$ cat src/rtl/weight_rom_sequencer_pkg.sv
`default_nettype none
// ============================================================================
//  Module : weight_rom_sequencer_pkg
//  Brief  : Shared conv-layer constants, FSM encoding and set-base helper.
//  Rev    : 1.0  initial release
// ============================================================================
package weight_rom_sequencer_pkg;

    localparam int WIDTH          = 32;
    localparam int KERNEL_SIZE    = 3;
    localparam int KK             = KERNEL_SIZE * KERNEL_SIZE;
    localparam int WEIGHT_SET_NUM = 2;
    localparam int ADDR_W         = 5;
    localparam int SET_STRIDE     = 16;
    // One spare bit so out-of-range selections can reach the error path
    localparam int SET_W          = $clog2(WEIGHT_SET_NUM + 1);
    localparam int KIDX_W         = $clog2(KK);
    localparam int PASS_W         = 8;

    localparam logic [KIDX_W-1:0] KIDX_LAST = KIDX_W'(KK - 1);

    typedef enum logic [1:0] {
        ST_IDLE  = 2'd0,
        ST_FETCH = 2'd1,
        ST_DONE  = 2'd2
    } state_t;

    function automatic logic [ADDR_W-1:0] set_base(input logic [SET_W-1:0] sel);
        return ADDR_W'(int'(sel) * SET_STRIDE);
    endfunction

endpackage : weight_rom_sequencer_pkg
`default_nettype wire

$ cat src/rtl/weight_rom_sequencer_if.sv
`default_nettype none
// ============================================================================
//  Module : weight_rom_sequencer_if
//  Brief  : Control, ROM and PE-array signals of the weight sequencer.
//  Rev    : 1.0  initial release
// ============================================================================
interface weight_rom_sequencer_if;
    import weight_rom_sequencer_pkg::*;

    logic              i_start;
    logic [SET_W-1:0]  i_set_sel;
    logic [7:0]        i_repeat;
    logic              i_stall;
    logic [WIDTH-1:0]  i_rom_data;
    logic [ADDR_W-1:0] o_rom_addr;
    logic [WIDTH-1:0]  o_weight;
    logic              o_weight_valid;
    logic              o_weight_last;
    logic              o_busy;
    logic              o_done;
    logic              o_err;

    modport slave (
        input  i_start, i_set_sel, i_repeat, i_stall, i_rom_data,
        output o_rom_addr, o_weight, o_weight_valid, o_weight_last,
               o_busy, o_done, o_err
    );

    modport master (
        output i_start, i_set_sel, i_repeat, i_stall, i_rom_data,
        input  o_rom_addr, o_weight, o_weight_valid, o_weight_last,
               o_busy, o_done, o_err
    );

endinterface : weight_rom_sequencer_if
`default_nettype wire

$ cat src/rtl/weight_rom_sequencer.sv
`default_nettype none
// ============================================================================
//  Module : weight_rom_sequencer
//  Brief  : Walks one KxK weight set of the async weight ROM for N passes,
//           registering each word toward the PE array with valid/last.
//  Rev    : 1.0  initial release
// ============================================================================
module weight_rom_sequencer
    import weight_rom_sequencer_pkg::*;
(
    input  logic                   clk,
    input  logic                   rst,
    weight_rom_sequencer_if.slave  bus
);

    state_t             r_state;
    logic [ADDR_W-1:0]  r_base;
    logic [ADDR_W-1:0]  r_rom_addr;
    logic [KIDX_W-1:0]  r_kidx;
    logic [PASS_W-1:0]  r_pass;
    logic [PASS_W-1:0]  r_rep;
    logic               r_fin;
    logic [WIDTH-1:0]   r_weight;
    logic               r_valid;
    logic               r_last;
    logic               r_busy;
    logic               r_done;
    logic               r_err;

    logic               w_set_ok;
    logic               w_kidx_end;
    logic               w_pass_end;

    assign w_set_ok   = (int'(bus.i_set_sel) < WEIGHT_SET_NUM);
    assign w_kidx_end = (r_kidx == KIDX_LAST);
    assign w_pass_end = (r_pass == (r_rep - PASS_W'(1)));

    always_ff @(posedge clk or posedge rst) begin
        if (rst) begin
            r_state    <= ST_IDLE;
            r_base     <= '0;
            r_rom_addr <= '0;
            r_kidx     <= '0;
            r_pass     <= '0;
            r_rep      <= '0;
            r_fin      <= 1'b0;
            r_weight   <= '0;
            r_valid    <= 1'b0;
            r_last     <= 1'b0;
            r_busy     <= 1'b0;
            r_done     <= 1'b0;
            r_err      <= 1'b0;
        end else begin
            r_done <= 1'b0;
            r_err  <= 1'b0;
            case (r_state)
                ST_IDLE: begin
                    r_valid    <= 1'b0;
                    r_last     <= 1'b0;
                    r_rom_addr <= '0;
                    if (bus.i_start) begin
                        if (w_set_ok) begin
                            r_base     <= set_base(bus.i_set_sel);
                            r_rom_addr <= set_base(bus.i_set_sel);
                            r_rep      <= (bus.i_repeat == '0) ? PASS_W'(1) : bus.i_repeat;
                            r_kidx     <= '0;
                            r_pass     <= '0;
                            r_fin      <= 1'b0;
                            r_busy     <= 1'b1;
                            r_state    <= ST_FETCH;
                        end else begin
                            r_err <= 1'b1;
                        end
                    end
                end

                ST_FETCH: begin
                    // Final beat is already on the output; retire the job one cycle later
                    if (r_fin) begin
                        r_valid <= 1'b0;
                        r_last  <= 1'b0;
                        r_done  <= 1'b1;
                        r_state <= ST_DONE;
                    end else if (bus.i_stall) begin
                        r_valid <= 1'b0;
                        r_last  <= 1'b0;
                    end else begin
                        r_weight <= bus.i_rom_data;
                        r_valid  <= 1'b1;
                        r_last   <= w_kidx_end;
                        if (!w_kidx_end) begin
                            r_kidx     <= r_kidx + KIDX_W'(1);
                            r_rom_addr <= r_rom_addr + ADDR_W'(1);
                        end else if (!w_pass_end) begin
                            r_pass     <= r_pass + PASS_W'(1);
                            r_kidx     <= '0;
                            r_rom_addr <= r_base;
                        end else begin
                            r_fin <= 1'b1;
                        end
                    end
                end

                ST_DONE: begin
                    r_valid    <= 1'b0;
                    r_last     <= 1'b0;
                    r_rom_addr <= '0;
                    r_fin      <= 1'b0;
                    r_busy     <= 1'b0;
                    r_state    <= ST_IDLE;
                end

                default: begin
                    r_valid    <= 1'b0;
                    r_last     <= 1'b0;
                    r_rom_addr <= '0;
                    r_fin      <= 1'b0;
                    r_busy     <= 1'b0;
                    r_state    <= ST_IDLE;
                end
            endcase
        end
    end

    assign bus.o_rom_addr     = r_rom_addr;
    assign bus.o_weight       = r_weight;
    assign bus.o_weight_valid = r_valid;
    assign bus.o_weight_last  = r_last;
    assign bus.o_busy         = r_busy;
    assign bus.o_done         = r_done;
    assign bus.o_err          = r_err;

endmodule : weight_rom_sequencer
`default_nettype wire

$ cat src/flat_wrapper.sv
// flat-port wrapper written by rule: the top's interface ports become plain ports
module weight_rom_sequencer_flat import weight_rom_sequencer_pkg::*;
  (clk, rst, bus_i_start, bus_i_set_sel, bus_i_repeat, bus_i_stall, bus_i_rom_data, bus_o_rom_addr, bus_o_weight, bus_o_weight_valid, bus_o_weight_last, bus_o_busy, bus_o_done, bus_o_err);
  weight_rom_sequencer_if bus_i ();
  input  logic clk;
  input  logic rst;
  input wire logic [$bits(bus_i.i_start)-1:0] bus_i_start;
  input wire logic [$bits(bus_i.i_set_sel)-1:0] bus_i_set_sel;
  input wire logic [$bits(bus_i.i_repeat)-1:0] bus_i_repeat;
  input wire logic [$bits(bus_i.i_stall)-1:0] bus_i_stall;
  input wire logic [$bits(bus_i.i_rom_data)-1:0] bus_i_rom_data;
  output wire logic [$bits(bus_i.o_rom_addr)-1:0] bus_o_rom_addr;
  output wire logic [$bits(bus_i.o_weight)-1:0] bus_o_weight;
  output wire logic [$bits(bus_i.o_weight_valid)-1:0] bus_o_weight_valid;
  output wire logic [$bits(bus_i.o_weight_last)-1:0] bus_o_weight_last;
  output wire logic [$bits(bus_i.o_busy)-1:0] bus_o_busy;
  output wire logic [$bits(bus_i.o_done)-1:0] bus_o_done;
  output wire logic [$bits(bus_i.o_err)-1:0] bus_o_err;
  assign bus_i.i_start = bus_i_start;
  assign bus_i.i_set_sel = bus_i_set_sel;
  assign bus_i.i_repeat = bus_i_repeat;
  assign bus_i.i_stall = bus_i_stall;
  assign bus_i.i_rom_data = bus_i_rom_data;
  assign bus_o_rom_addr = bus_i.o_rom_addr;
  assign bus_o_weight = bus_i.o_weight;
  assign bus_o_weight_valid = bus_i.o_weight_valid;
  assign bus_o_weight_last = bus_i.o_weight_last;
  assign bus_o_busy = bus_i.o_busy;
  assign bus_o_done = bus_i.o_done;
  assign bus_o_err = bus_i.o_err;
  weight_rom_sequencer u_core (.clk(clk), .rst(rst), .bus(bus_i));
endmodule
$ cat config.mk
export PLATFORM = sky130hd
export DESIGN_NAME = weight_rom_sequencer_flat
export DESIGN_NICKNAME = d
export VERILOG_FILES = /design/src/rtl/weight_rom_sequencer_pkg.sv /design/src/rtl/weight_rom_sequencer_if.sv /design/src/rtl/weight_rom_sequencer.sv /design/src/flat_wrapper.sv
export SDC_FILE = /design/constraint.sdc
export NUM_CORES = 1
export LEC_CHECK = 0
export ABC_CLOCK_PERIOD_IN_PS = 6000
export CORE_MARGIN = 1
export CORE_UTILIZATION = 45
export DETAILED_ROUTE_END_ITERATION = 6
export HOLD_SLACK_MARGIN = 0.15
export PLACE_DENSITY = 0.76
export SYNTH_ARGS = -nofsm -noshare
export SYNTH_HDL_FRONTEND = slang
export SYNTH_SLANG_ARGS = --single-unit
$ cat constraint.sdc
create_clock -name clk -period 6 [get_ports clk]
set_input_delay 1.2 -clock clk [delete_from_list [all_inputs] [get_ports clk]]
set_output_delay 1.2 -clock clk [all_outputs]
set_load 0.02 [all_outputs]
==> flow_summary.toml <==
[yosys]
yosysTopAreaCell = "dfrtp_1"
synth.mux.area_fraction_pct = 13.6
synth_top_family_by_area = "simple AND/OR/NAND/NOR gates"
synthSimpleGateAreaFrac_pct = 16.8
synth_async_sr_flop_share_pct = 100
synth_area_sq_um = 3070
seq_area_frac_synth_pct = 53.9
yosys-top-cells-area = "dfrtp_1 (54%), mux2_2 (12%), nand2_1 (3.8%)"
avgSynthCellArea_sq_um = 11.5
synthAdderAreaFrac_pct = 2.04
synth_common_cells = "dfrtp_1 (66), mux2_2 (33), nand2_1 (31), nor2_1 (13), a21oi_1 (12)"
synth_xor_area_share_pct = 2.57
synth_ff_type = "dfrtp_1"
yosysWarnings = 0
synth_most_common_cell = "dfrtp_1"
synth_compound_area_share_pct = 8.24
synth_cell_type_count = 49
synth_cells = 266
synth_nets = 317
yosysTopAreaCellShare_pct = 53.9
ys_ff_latch = 66
synth_edf_count = 0

[power]
total_power_mw = 2.03
switching_share_pct = 36.8
p_leak_nw = 1.78
pwr-share-comb_pct = 45.1
p_int_mw = 1.28
p_per_area_nw_per_um2 = 485
p_seq_share_pct = 37.6
ir_worst_vdd_mv = 0.296
clkPwrFrac_pct = 17.3
p_switching_mw = 0.749

[global_route]
grt_pass1_wl_microns = 12000
grt_pass1_vias = 2590
overflow = 0
antenna_found_initial = 0
grt_max_degree = 67
grt_use_total_pct = 21.6

[route]
top_layer_used = "met4"
routed_wl_microns = 6880
drtPass1Iterations = 6
wl_met2_microns = 3460
drc = 2
routedWlPerCell_microns = 15.7
vias_per_cell = 5.45
via_count = 2394
ant_nets = 0
wl_met1_microns = 2950
drt_iter0_markers = 95
wl_met3_microns = 315

[outcome]
status = "finished, violations left"
violations = "DRC"

[place]
port_buffers = 87
dp_slack_ns = 2.35
hpwl_microns = 4890
place_congestion = 0.766

[timing]
rsz0062_at_grt = "no"
setup_slack_ns = 2.65
tightest_slew_ns = 0.890
fin_crit_sh_pct = 55.8
fmax_mhz = 299
period_needed_ns = 3.35
fin_worst_skew_ns = 0.00793
finalHoldViolations = 0
slew_headroom_pct = 40.4
drv_slew = 0
tns_ns = 0
setup_viol = 0
holdWs_ns = 0.488

[floorplanning]
die_x_microns = 84.6
num_rows = 29
io_pins = 88
start_util_pct = 47.5
die_area_sq_um = 7150
core_sq_um = 6460
fp.dieH_microns = 84.6

[cts]
cts_tree = "built"
clk_pin_slew_worst_paths_ns = 0.06
clock_sinks = 66
cts-root-buf = "clkbuf_8"
cts_resized = 0
clk-insertion-delay-late_ns = 0.33
hold_buffers = 0
cts_buffers = 9
htreeDepth = 3
clockBufferDepth = 2
post-cts-setup-buffer-count = 0

[flow_run]
drv_cap = 0

[layout]
final_util_pct = 64.9
finalNetCount = 409
drive_gt1_share_pct = 16.6
area_growth_pct = 36.8
diodes = 0

[hold_path]
hold_path_class = "flip-flop to flip-flop"

[critical_path]
critPathLaunchType = "primary input"
critPathCaptureType = "flip-flop"
arrival_ns = 3.60
critPathKind = "primary input to flip-flop"
crit_fanout = 18
required_ns = 6.25
==> through the flow <==
stage | cells | instance area (sq um)
after global routing | 439 | 4190
after CTS | 439 | 4190
after floorplan | 266 | 3070
final | 439 | 4190
after global placement | 424 | 4010
after detailed placement | 424 | 4010
==> registers in the layout, indices dropped and copies added, names as in the netlist <==
register,count
u_core.bus.o_done,1
u_core.r_kidx,4
u_core.bus.o_weight,32
u_core.bus.o_rom_addr,5
u_core.bus.o_weight_last,1
u_core.r_state,2
u_core.r_rep,8
u_core.r_base,1
u_core.bus.o_err,1
u_core.r_fin,1
u_core.bus.o_weight_valid,1
u_core.r_pass,8
u_core.bus.o_busy,1
==> cells in the final DEF (no fill, tap or decap), drive strengths merged, types with 4 or more instances in the layout <==
cell type      count
nand2             31
ha                 5
nor2              15
a21oi             12
clkdlybuf4s50     87
nand2b             6
clkbuf            13
inv                8
o21ai             11
mux2              34
nand3              4
xnor2              6
and2               5
nand4              5
o31ai              4
or3                6
dfrtp             66
==> worst paths after layout <==
check	from	to	slack (ns)	cells past startpoint
min reg2reg	u_core.r_base[4]$_DFFE_PP0P_	u_core.r_base[4]$_DFFE_PP0P_	0.49	2
max in group asynchronous	rst	u_core.bus.o_weight[27]$_DFFE_PP0P_	4.02	3
max	bus_i_set_sel[1]	u_core.r_pass[5]$_DFFE_PP0P_	2.65	7
min	u_core.r_base[4]$_DFFE_PP0P_	u_core.r_base[4]$_DFFE_PP0P_	0.49	2
min in group asynchronous	rst	u_core.bus.o_weight[20]$_DFFE_PP0P_	1.42	3
max reg2reg	u_core.r_state[1]$_DFFE_PP0P_	u_core.r_pass[5]$_DFFE_PP0P_	3.47	6
==> power groups by stage <==
stage          Sequential, mW  Combinational (mW)  Clock [mW]
5_1_grt                 0.792               0.994       0.382
3_3_place_gp            0.758               0.909           0
2_1_floorplan           0.900               0.397           0
6_report                0.764               0.918       0.353
3_5_place_dp            0.770               0.922           0
4_1_cts                 0.765               0.928       0.362
==> worst max-delay path: stages <==
cell             delay (ns)
clkdlybuf4s50_1        0.47
nor4b_4                0.81
nor2_2                 0.18
and4b_1                0.36
nand3_1                0.11
or3_1                  0.32
a21oi_1                0.14
==> per-layer routing <==
metal / track usage (%) / vias up
met5: 0 / -
met4: 9.55 / 0
met3: 5.80 / 16
met2: 36.2 / 55
met1: 26.3 / 1186
li1: - / 1137
==> kinds of logic (layout without fill, tap and decap cells) <==
logic type      after synthesis  count (layout)
mux                          37              37
simple gates                 92              92
buf+inv                      17             113
fa+ha+maj                     5               5
compound gates               40              40
xor+xnor                      9               9
flops                        66              66
==> final cells by class <==
cell class | instances | area (sq um)
fill | 508 | 2260
sequential | 66 | 1650
multi-input combinational | 183 | 1330
timing repair buffer | 90 | 893
clock buffer | 13 | 179
tap | 77 | 96.3
inverter | 8 | 30.0
clock inverter | 2 | 10.0
Note: power is estimated with default switching activity, not from simulation.
